--- config.mk ---
export PLATFORM = sky130hd
export DESIGN_NAME = cur_blk_rd_flat
export DESIGN_NICKNAME = d
export VERILOG_FILES = /design/src/rtl/cur_blk_rd_pkg.sv /design/src/rtl/cur_blk_rd_if.sv /design/src/rtl/cur_blk_rd_fifo.sv /design/src/rtl/cur_blk_rd.sv /design/src/flat_wrapper.sv
export SDC_FILE = /design/constraint.sdc
export NUM_CORES = 1
export LEC_CHECK = 0
export CORE_AREA = 2 2 248 250
export CTS_CLUSTER_DIAMETER = 200
export DETAILED_ROUTE_END_ITERATION = 8
export DIE_AREA = 0 0 250 252
export PLACE_DENSITY = 0.8
export RECOVER_POWER = 25
export REMOVE_ABC_BUFFERS = 1
export SYNTH_ARGS = -nofsm -noshare
export SYNTH_HDL_FRONTEND = slang
export SYNTH_HIERARCHICAL = 1
export SYNTH_SLANG_ARGS = --single-unit
--- constraint.sdc ---
create_clock -name clk -period 27.1 [get_ports clk]
set_input_delay 5.42 -clock clk [delete_from_list [all_inputs] [get_ports clk]]
set_output_delay 5.42 -clock clk [all_outputs]
set_load 0.01 [all_outputs]
--- src/rtl/cur_blk_rd_pkg.sv ---
// Shared types and constants for the current-LCU block reader.
// Pixel width, block-size encodings, beats-per-size table, FSM states, position alignment.
package cur_blk_rd_pkg;

    localparam int unsigned PIXEL_WIDTH = 8;
    localparam int unsigned DATA_W      = PIXEL_WIDTH * 32;

    typedef enum logic [1:0] {
        SIZE_4X4   = 2'b00,
        SIZE_8X8   = 2'b01,
        SIZE_16X16 = 2'b10,
        SIZE_32X32 = 2'b11
    } size_e;

    typedef enum logic [1:0] {
        ST_IDLE,
        ST_RUN,
        ST_DRAIN
    } state_e;

    // One 32-pixel beat per table entry: 16/64/256/1024 pixels per block.
    localparam logic [5:0] BEATS_TBL [4] = '{6'd1, 6'd2, 6'd8, 6'd32};

    function automatic logic [3:0] align_pos(input logic [3:0] pos, input size_e sz);
        case (sz)
            SIZE_8X8:   return {pos[3:1], 1'b0};
            SIZE_16X16: return {pos[3:2], 2'b00};
            SIZE_32X32: return {pos[3], 3'b000};
            default:    return pos;
        endcase
    endfunction

endpackage

--- src/rtl/cur_blk_rd_if.sv ---
// Beat stream from the block reader to its consumer (valid/ready with last flag).
interface cur_blk_rd_if;
    import cur_blk_rd_pkg::*;

    logic              valid;
    logic              ready;
    logic              last;
    logic [DATA_W-1:0] data;

    modport master (output valid, output last, output data, input ready);
    modport slave  (input valid, input last, input data, output ready);

endinterface

--- src/rtl/cur_blk_rd_fifo.sv ---
// Synchronous FIFO holding returned read beats; arbitrary DEPTH, occupancy count out.
module cur_blk_rd_fifo #(
    parameter int unsigned DEPTH = 3,
    parameter int unsigned WIDTH = 257
) (
    input  logic                       clk,
    input  logic                       rst_n,
    input  logic                       push,
    input  logic [WIDTH-1:0]           wdata,
    input  logic                       pop,
    output logic [WIDTH-1:0]           rdata,
    output logic [$clog2(DEPTH+1)-1:0] count
);

    localparam int unsigned PTR_W = (DEPTH > 1) ? $clog2(DEPTH) : 1;
    localparam int unsigned CNT_W = $clog2(DEPTH + 1);

    logic [WIDTH-1:0] mem [DEPTH];
    logic [PTR_W-1:0] wr_ptr;
    logic [PTR_W-1:0] rd_ptr;
    logic             do_push;
    logic             do_pop;

    function automatic logic [PTR_W-1:0] ptr_inc(input logic [PTR_W-1:0] p);
        return (p == PTR_W'(DEPTH - 1)) ? '0 : p + PTR_W'(1);
    endfunction

    always_comb begin
        do_pop  = pop && (count != '0);
        do_push = push && ((count != CNT_W'(DEPTH)) || do_pop);
        rdata   = mem[rd_ptr];
    end

    always_ff @(posedge clk) begin
        if (do_push) begin
            mem[wr_ptr] <= wdata;
        end
    end

    always_ff @(posedge clk or negedge rst_n) begin
        if (!rst_n) begin
            wr_ptr <= '0;
            rd_ptr <= '0;
            count  <= '0;
        end else begin
            if (do_push) begin
                wr_ptr <= ptr_inc(wr_ptr);
            end
            if (do_pop) begin
                rd_ptr <= ptr_inc(rd_ptr);
            end
            case ({do_push, do_pop})
                2'b10:   count <= count + CNT_W'(1);
                2'b01:   count <= count - CNT_W'(1);
                default: count <= count;
            endcase
        end
    end

endmodule

--- src/rtl/cur_blk_rd.sv ---
// Current-LCU block reader: walks all read beats of one block, absorbs read latency, streams beats out.
// Optional CUR_BLK_RD_STAT_EN adds stall_cnt (stalled-output cycles in the current block).
module cur_blk_rd
    import cur_blk_rd_pkg::*;
#(
    parameter int unsigned RD_LAT     = 1,
    parameter int unsigned FIFO_DEPTH = 3
) (
    input  logic              clk,
    input  logic              rst_n,
    input  logic              start,
    input  logic              sel,
    input  logic [1:0]        size,
    input  logic [3:0]        pos_x,
    input  logic [3:0]        pos_y,
    output logic              busy,
    output logic              done,
    output logic              cur_sel,
    output logic              cur_ren,
    output logic [1:0]        cur_size,
    output logic [3:0]        cur_pos_x,
    output logic [3:0]        cur_pos_y,
    output logic [4:0]        cur_idx,
    input  logic [DATA_W-1:0] cur_data,
    cur_blk_rd_if.master      blk
`ifdef CUR_BLK_RD_STAT_EN
    ,
    output logic [15:0]       stall_cnt
`endif
);

    localparam int unsigned FCNT_W = $clog2(FIFO_DEPTH + 1);
    localparam int unsigned OCNT_W = $clog2(FIFO_DEPTH + RD_LAT + 1);

    state_e              state;
    state_e              state_nxt;
    logic                sel_q;
    size_e               size_q;
    logic [3:0]          x_q;
    logic [3:0]          y_q;
    logic [5:0]          idx;
    logic [5:0]          beats;
    logic [RD_LAT-1:0]   sr_vld;
    logic [RD_LAT-1:0]   sr_last;
    logic [FCNT_W-1:0]   fifo_cnt;
    logic [OCNT_W-1:0]   inflight;
    logic [OCNT_W-1:0]   outstanding;
    logic [DATA_W:0]     fifo_rdata;
    logic                accept;
    logic                issue;
    logic                last_issue;
    logic                pop;

    always_comb begin
        accept   = (state == ST_IDLE) && start;
        beats    = BEATS_TBL[size_q];
        inflight = '0;
        for (int unsigned i = 0; i < RD_LAT; i++) begin
            inflight = inflight + OCNT_W'(sr_vld[i]);
        end
        // Issue decision uses registered occupancy only, so ready never reaches ren combinationally.
        outstanding = OCNT_W'(fifo_cnt) + inflight;
        issue       = (state == ST_RUN) && (idx < beats) && (outstanding < OCNT_W'(FIFO_DEPTH));
        last_issue  = issue && (idx == beats - 6'd1);

        blk.valid = (fifo_cnt != '0);
        blk.last  = blk.valid && fifo_rdata[DATA_W];
        blk.data  = blk.valid ? fifo_rdata[DATA_W-1:0] : '0;
        pop       = blk.valid && blk.ready;
        done      = (state == ST_DRAIN) && pop && blk.last;

        busy      = (state != ST_IDLE);
        cur_ren   = issue;
        cur_sel   = busy && sel_q;
        cur_size  = busy ? size_q : '0;
        cur_pos_x = busy ? x_q : '0;
        cur_pos_y = busy ? y_q : '0;
        cur_idx   = busy ? idx[4:0] : '0;
    end

    always_comb begin
        state_nxt = state;
        case (state)
            ST_IDLE:  if (start)      state_nxt = ST_RUN;
            ST_RUN:   if (last_issue) state_nxt = ST_DRAIN;
            ST_DRAIN: if (done)       state_nxt = ST_IDLE;
            default:                  state_nxt = ST_IDLE;
        endcase
    end

    always_ff @(posedge clk or negedge rst_n) begin
        if (!rst_n) begin
            state <= ST_IDLE;
        end else begin
            state <= state_nxt;
        end
    end

    always_ff @(posedge clk or negedge rst_n) begin
        if (!rst_n) begin
            sel_q  <= 1'b0;
            size_q <= SIZE_4X4;
            x_q    <= '0;
            y_q    <= '0;
            idx    <= '0;
        end else if (accept) begin
            sel_q  <= sel;
            size_q <= size_e'(size);
            x_q    <= align_pos(pos_x, size_e'(size));
            y_q    <= align_pos(pos_y, size_e'(size));
            idx    <= '0;
        end else if (issue) begin
            idx <= idx + 6'd1;
        end
    end

    always_ff @(posedge clk or negedge rst_n) begin
        if (!rst_n) begin
            sr_vld  <= '0;
            sr_last <= '0;
        end else begin
            sr_vld[0]  <= issue;
            sr_last[0] <= last_issue;
            for (int unsigned i = 1; i < RD_LAT; i++) begin
                sr_vld[i]  <= sr_vld[i-1];
                sr_last[i] <= sr_last[i-1];
            end
        end
    end

    cur_blk_rd_fifo #(
        .DEPTH (FIFO_DEPTH),
        .WIDTH (DATA_W + 1)
    ) u_fifo (
        .clk   (clk),
        .rst_n (rst_n),
        .push  (sr_vld[RD_LAT-1]),
        .wdata ({sr_last[RD_LAT-1], cur_data}),
        .pop   (pop),
        .rdata (fifo_rdata),
        .count (fifo_cnt)
    );

`ifdef CUR_BLK_RD_STAT_EN
    always_ff @(posedge clk or negedge rst_n) begin
        if (!rst_n) begin
            stall_cnt <= '0;
        end else if (accept) begin
            stall_cnt <= '0;
        end else if (busy && blk.valid && !blk.ready && (stall_cnt != '1)) begin
            stall_cnt <= stall_cnt + 16'd1;
        end
    end
`endif

endmodule

--- src/flat_wrapper.sv ---
// flat-port wrapper written by rule: the top's interface ports become plain ports
module cur_blk_rd_flat import cur_blk_rd_pkg::*;
#(
    parameter int unsigned RD_LAT     = 1,
    parameter int unsigned FIFO_DEPTH = 3
)
  (clk, rst_n, start, sel, size, pos_x, pos_y, busy, done, cur_sel, cur_ren, cur_size, cur_pos_x, cur_pos_y, cur_idx, cur_data, blk_valid, blk_last, blk_data, blk_ready);
  cur_blk_rd_if blk_i ();
  input  logic clk;
  input  logic rst_n;
  input  logic start;
  input  logic sel;
  input  logic [1:0] size;
  input  logic [3:0] pos_x;
  input  logic [3:0] pos_y;
  output logic busy;
  output logic done;
  output logic cur_sel;
  output logic cur_ren;
  output logic [1:0] cur_size;
  output logic [3:0] cur_pos_x;
  output logic [3:0] cur_pos_y;
  output logic [4:0] cur_idx;
  input  logic [DATA_W-1:0] cur_data;
  output wire logic [$bits(blk_i.valid)-1:0] blk_valid;
  output wire logic [$bits(blk_i.last)-1:0] blk_last;
  output wire logic [$bits(blk_i.data)-1:0] blk_data;
  input wire logic [$bits(blk_i.ready)-1:0] blk_ready;
  assign blk_valid = blk_i.valid;
  assign blk_last = blk_i.last;
  assign blk_data = blk_i.data;
  assign blk_i.ready = blk_ready;
  cur_blk_rd #(.RD_LAT(RD_LAT), .FIFO_DEPTH(FIFO_DEPTH)) u_core (.clk(clk), .rst_n(rst_n), .start(start), .sel(sel), .size(size), .pos_x(pos_x), .pos_y(pos_y), .busy(busy), .done(done), .cur_sel(cur_sel), .cur_ren(cur_ren), .cur_size(cur_size), .cur_pos_x(cur_pos_x), .cur_pos_y(cur_pos_y), .cur_idx(cur_idx), .cur_data(cur_data), .blk(blk_i));
endmodule
==> flow_summary.ini, run 1 <==
[timing]
clock.fmax_mhz = 80.52
timing.final.crit_share = 0.4583
worst_pin_slew_ns = 1.493
post-route-min-period_ns = 12.42
rsz0062_at_grt = false
fin_tns_setup_ns = 0
maxSlewHeadroom = 0.004513
fin_skew_ns = 0.01855
hold_slack_ns = 0.4802
hold_violations = 0
setup_viol_count_final = 0
maxSlewViolCount = 0

[detailed_routing]
via_per_inst = 5.334
drtPass1Iterations = 6
drt_iter0_drc = 1461
wirelength_mm = 72.11
antenna_left = 0
vias = 18480
drt-wirelength-per-cell_um = 20.81
drc = 0

[clocking]
h-tree-depth = 3
cts_buffer_depth = 3
numClockSinks = 798
path_clk_slew_ns = 0.06
post_cts_resized = 0
worstSkewPairLatency_ns = 0.62
ctsHoldBuffers = 0
clockRootBuffer = clkbuf_16
numCtsBuffers = 81
cts_tree = built
cts_setup_buffers = 0

[finish]
area_growth_pct = 26.79
fillCellCount = 4015
drive_above_1_share = 0.05689
fin_util = 0.6705
fin_cells = 3465
final_nets = 2884
final_area_um2 = 40320

[global_routing]
grt_pass1_wl_mm = 108.2
grt_pass1_vias = 18730
grt_max_degree = 134
antenna_found_initial = 22
grt.total_usage = 0.2238
grt-ovfl-total = 0

[floorplan]
core_area_um2 = 60130
die_w_um = 250
initial_core_util = 0.5289
die_y_um = 252
fp.dieArea_um2 = 63000
io_pins = 548
std_cell_rows = 90

[worst_setup_path]
ff2ff_setup_slack_ns = 22.45
critPathCaptureType = primary output
path_max_fanout = 3
crit_type = in2out
crit_arrival_ns = 7.00
reg2regPathDepth = 7
timing.critical_path.from = blk_ready
cp.required_ns = 21.68
r2r_start = u_core/u_fifo/count[0]$_DFFE_PN0P_
critPathLaunchType = primary input

[synthesis]
yosysSeqAreaShare = 0.7493
synth_most_common_cell = edfxtp_1
netlist.top_cell.by_area = edfxtp_1
syn_area_um2 = 31800
yosysWarnings = 6
ys_async_sr_fraction = 0.03383
synth-seq-cells = 798
ys_top_cells_by_count = edfxtp_1 (771), nand2_1 (278), and2_1 (259)
ys_types = 40
syn_inst = 2071
synth_area_leaders = edfxtp_1 (73%), mux2i_1 (8.1%), and2_1 (5.1%), o21ai_1 (4.1%), nand2_1 (3.3%)
avgSynthCellArea_um2 = 15.36
synthFlopType = edfxtp_1
synth_top_area_frac = 0.7280
synth_edf_count = 771

[power_and_ir_drop]
p_seq_frac = 0.377
p_clk_frac = 0.242
p_int_mw = 2.987
power_density_nw_per_um2 = 108.7
vdd_drop_max_mv = 0.07631
p_comb_frac = 0.381
leakagePower_nw = 13.78
switching_share = 0.3187
power.net_switching_mw = 1.397

[placed_design]
dp_cells = 3303
place_area_um2 = 37770
dpl.hpwl_mm = 43.97
gp_congestion = 0.8415
io_buffers = 547

[status]
outcome = finished, final reports clean

[job]
drv_cap = 0

[worst_hold_path]
min-delay-start = u_core/sr_last$_DFF_PN0_
worstHoldPathType = reg2reg
holdPathStages = 0
[layer usage]
metal | track usage | up-vias | part of all wire
met1 | 0.2681 | 9074 | 0.38
met5 | 0 | - | 0.0022
li1 | - | 8680 | -
met4 | 0.07049 | 24 | 0.023
met2 | 0.3908 | 572 | 0.51
met3 | 0.06592 | 133 | 0.078
[logic make-up after synthesis]
| group | share of synthesized area |
|---|---|
| compound gates | 0.04513 |
| xor+xnor | 0.001377 |
| fa+ha+maj | 0.003541 |
| buf+inv | 0.02286 |
| flops | 0.7493 |
| mux | 0.08368 |
| simple gates | 0.09415 |
[critical path: stages]
cell and delay, ns:
clkdlybuf4s50_1 0.47, and2_1 0.19, nand2_1 0.10, nor3b_1 0.25
clkdlybuf4s50_1 0.58
[registers in the layout, summed over array words and instances (netlist names)]
| signal | count |
|---|---|
| u_core/sr_vld | 1 |
| u_core/u_fifo/wr_ptr | 2 |
| u_core/x_q | 4 |
| u_core/size_q | 2 |
| u_core/sel_q | 1 |
| u_core/u_fifo/rd_ptr | 2 |
| u_core/idx | 6 |
| u_core/u_fifo/mem | 771 |
| u_core/state | 2 |
| u_core/u_fifo/count | 2 |
| u_core/sr_last | 1 |
| u_core/y_q | 4 |
[cells in the final DEF, fill, tap and decap left out, types with 3 or more instances in the layout]
cell type,n
buf_4,19
edfxtp_1,771
ha_1,9
clkdlybuf4s50_1,387
o31ai_1,3
mux2i_1,258
dfrtp_1,25
diode_2,11
mux2_2,5
nand2b_1,4
o21ai_0,9
clkinv_2,19
clkbuf_1,18
nor2_1,8
nor2b_1,17
xnor2_1,3
clkinv_1,18
inv_1,5
and2_1,259
bufinv_16,4
o21ai_1,258
dlygate4sd3_1,160
or4_1,4
clkbuf_16,83
nand2_1,278
a21oi_1,4
nand3_1,4
[per-stage QoR]
stage,power (mW),setup WS [ns]
final,4.384,14.68
after global routing,4.588,14.65
after CTS,4.433,14.71
after detailed placement,3.355,14.73
after global placement,3.323,14.70
after floorplan,2.840,1.638
[final cells by class]
cell class / count / area [um^2] / share of cell area
multi-input cells: 1149 / 7253 / 0.1799
well taps: 782 / 978.4 / 0.02427
repair buffers: 569 / 5662 / 0.1404
clock inverters: 49 / 377.9 / 0.009371
inverters: 5 / 18.77 / 0.0004655
diodes: 11 / 27.53 / 0.0006827
clock buffers: 102 / 2168 / 0.05378
flip-flops and latches: 798 / 23840 / 0.5911
[final timing paths]
path | to
setup / recovery | done
hold / removal | u_core/u_fifo/mem[1][256]$_DFFE_PP_
setup reg to reg | u_core/u_fifo/mem[2][185]$_DFFE_PP_
hold reg to reg | u_core/u_fifo/mem[1][256]$_DFFE_PP_
max in group asynchronous | u_core/u_fifo/rd_ptr[0]$_DFFE_PN0P_
min in group asynchronous | u_core/sel_q$_DFFE_PN0P_
[power by group through the flow]
| stage | logic, mW | registers [mW] | clock network [mW] |
|---|---|---|---|
| after detailed placement | 1.68 | 1.68 | 0 |
| after global placement | 1.66 | 1.67 | 0 |
| after floorplan | 0.984 | 1.86 | 0 |
| after CTS | 1.70 | 1.65 | 1.08 |
| final | 1.67 | 1.65 | 1.06 |
| after global routing | 1.79 | 1.67 | 1.13 |
Note: power is estimated with default switching activity, not from simulation.
==> run 2, diff against run 1 <==
--- a/config.mk
+++ b/config.mk
@@ -5,11 +5,11 @@
 export SDC_FILE = /design/constraint.sdc
 export NUM_CORES = 1
 export LEC_CHECK = 0
-export CORE_AREA = 2 2 248 250
+export CORE_AREA = 2 2 261 263
 export CTS_CLUSTER_DIAMETER = 200
 export DETAILED_ROUTE_END_ITERATION = 8
-export DIE_AREA = 0 0 250 252
-export PLACE_DENSITY = 0.8
+export DIE_AREA = 0 0 263 265
+export PLACE_DENSITY = 0.76
 export RECOVER_POWER = 25
 export REMOVE_ABC_BUFFERS = 1
 export SYNTH_ARGS = -nofsm -noshare
==> constraint.sdc (replaced) <==
create_clock -name clk -period 11.2 [get_ports clk]
set_input_delay 2.24 -clock clk [delete_from_list [all_inputs] [get_ports clk]]
set_output_delay 2.24 -clock clk [all_outputs]
set_load 0.01 [all_outputs]
==> flow_summary.ini, run 2 (synthesis results as in run 1) <==
[status]
outcome = finished, final reports clean

[timing]
hold_violations = 0
worst_slack_ns = 4.639
fin_tns_setup_ns = 0
timing.final.crit_share = 0.5858
worst_pin_slew_ns = 1.351
rsz0062_at_grt = false
setup_viol_count_final = 0
fin_skew_ns = 0.02388
maxSlewViolCount = 0
post-route-min-period_ns = 6.561
maxSlewHeadroom = 0.09940
clock.fmax_mhz = 152.4

[worst_hold_path]
worstHoldPathType = reg2reg
hold_end = u_core/u_fifo/mem[0][256]$_DFFE_PP_
min-delay-start = u_core/sr_last$_DFF_PN0_
holdPathStages = 0

[global_routing]
antenna_found_initial = 34
grt_pass1_wl_mm = 107.9
grt_max_degree = 254
grt_pass1_vias = 18800
grt.total_usage = 0.2003
grt-ovfl-total = 0

[power_and_ir_drop]
p_comb_frac = 0.378
power.total_mw = 10.65
p_int_mw = 7.314
vdd_drop_max_mv = 0.2009
p_seq_frac = 0.375
power.net_switching_mw = 3.339
p_clk_frac = 0.247
leakagePower_nw = 13.80
power_density_nw_per_um2 = 262.8
switching_share = 0.3134

[placed_design]
dpl.hpwl_mm = 43.44
io_buffers = 547
dp_cells = 3391
gp_congestion = 0.8998
dpl_worst_slack_ns = 5.221

[clocking]
cts_buffer_depth = 3
numClockSinks = 798
h-tree-depth = 3
cts_setup_buffers = 0
cts_tree = built
clockRootBuffer = clkbuf_16
ctsHoldBuffers = 0
worstSkewPairLatency_ns = 0.62
path_clk_slew_ns = 0.06
post_cts_resized = 0
numCtsBuffers = 83

[finish]
fin_util = 0.6069
largest-register = u_core/u_fifo/mem
fin_cells = 3557
top_regs = u_core/u_fifo/mem: 771 flops, u_core/idx: 6 flops
final_cell_mix = edfxtp_1 (771), clkdlybuf4s50_1 (382), nand2_1 (278), and2_1 (259)
area_growth_pct = 27.49
largest_register_ffs = 771
final_common_cell = edfxtp_1
final_nets = 2883
drive_above_1_share = 0.05524

[floorplan]
die_w_um = 263
io_pins = 548
initial_core_util = 0.4761
die_y_um = 265
fp.dieArea_um2 = 69700
core_area_um2 = 66800
std_cell_rows = 95

[worst_setup_path]
critPathLaunchType = register
cp.required_ns = 8.96
critPathCaptureType = primary output
crit_type = reg2out
timing.critical_path.from = u_core/u_fifo/rd_ptr[0]$_DFFE_PN0P_
rr_endpoint = u_core/u_fifo/mem[2][19]$_DFFE_PP_
path_max_fanout = 54
ff2ff_setup_slack_ns = 7.35
crit_arrival_ns = 4.32
r2r_start = u_core/u_fifo/count[0]$_DFFE_PN0P_
reg2regPathDepth = 6

[detailed_routing]
drc = 0
drtPass1Iterations = 5
drt_iter0_drc = 1394
wirelength_mm = 72.24
drt-wirelength-per-cell_um = 20.31
via_per_inst = 5.177
vias = 18420
antenna_left = 0

[job]
drv_cap = 0
## run 2: routing by layer
layer  vias up  global-route usage  share of wire
li1       8670                   -              -
met1      8983              0.2356           0.38
met2       596              0.3390           0.51
met3       142             0.06224          0.077
met4        24             0.08942          0.030
met5         -                   0         0.0017
## run 2: worst max-delay path, cell delays in order, from the launching register on
cell	delay, ns
dfrtp_4	1.12
buf_4	0.75
buf_4	0.68
mux2i_1	0.17
o21ai_1	0.19
and2_1	0.16
clkdlybuf4s50_1	0.56
## run 2: worst max-delay path by stage
stage	slack (ns)	to
6_report	4.64	blk_data[157]
5_1_grt	4.46	blk_data[157]
4_1_cts	4.62	blk_data[88]
3_5_place_dp	5.22	done
3_3_place_gp	5.24	done
2_1_floorplan	-11.08	u_core/u_fifo/mem[2][0]$_DFFE_PP_
## run 2: layout make-up
type | count | area [um^2]
fillers | 4877 | 26260
flip-flops and latches | 798 | 23840
multi-input cells | 1149 | 7253
repair buffers | 566 | 5668
clock buffers | 106 | 2277
well taps | 873 | 1092
clock inverters | 37 | 341.6
diodes | 23 | 57.56
inverters | 5 | 18.77
## run 2: through the flow
| stage | instance area [um^2] | hold slack (ns) |
|---|---|---|
| 4_1_cts | 40500 | 0.4728 |
| 6_report | 40540 | 0.4666 |
| 2_1_floorplan | 31090 | 0.4375 |
| 3_3_place_gp | 37880 | 0.4459 |
| 3_5_place_dp | 37880 | 0.4601 |
| 5_1_grt | 40540 | 0.4931 |
## run 2: power by group through the flow
stage                     Combinational, mW  Sequential, mW  Clock, mW
after floorplan                        2.38            4.49          0
after global placement                 4.01            4.03          0
after detailed placement               4.06            4.05          0
after CTS                              4.09            4.00       2.69
after global routing                   4.32            4.03       2.80
final                                  4.03            4.00       2.63
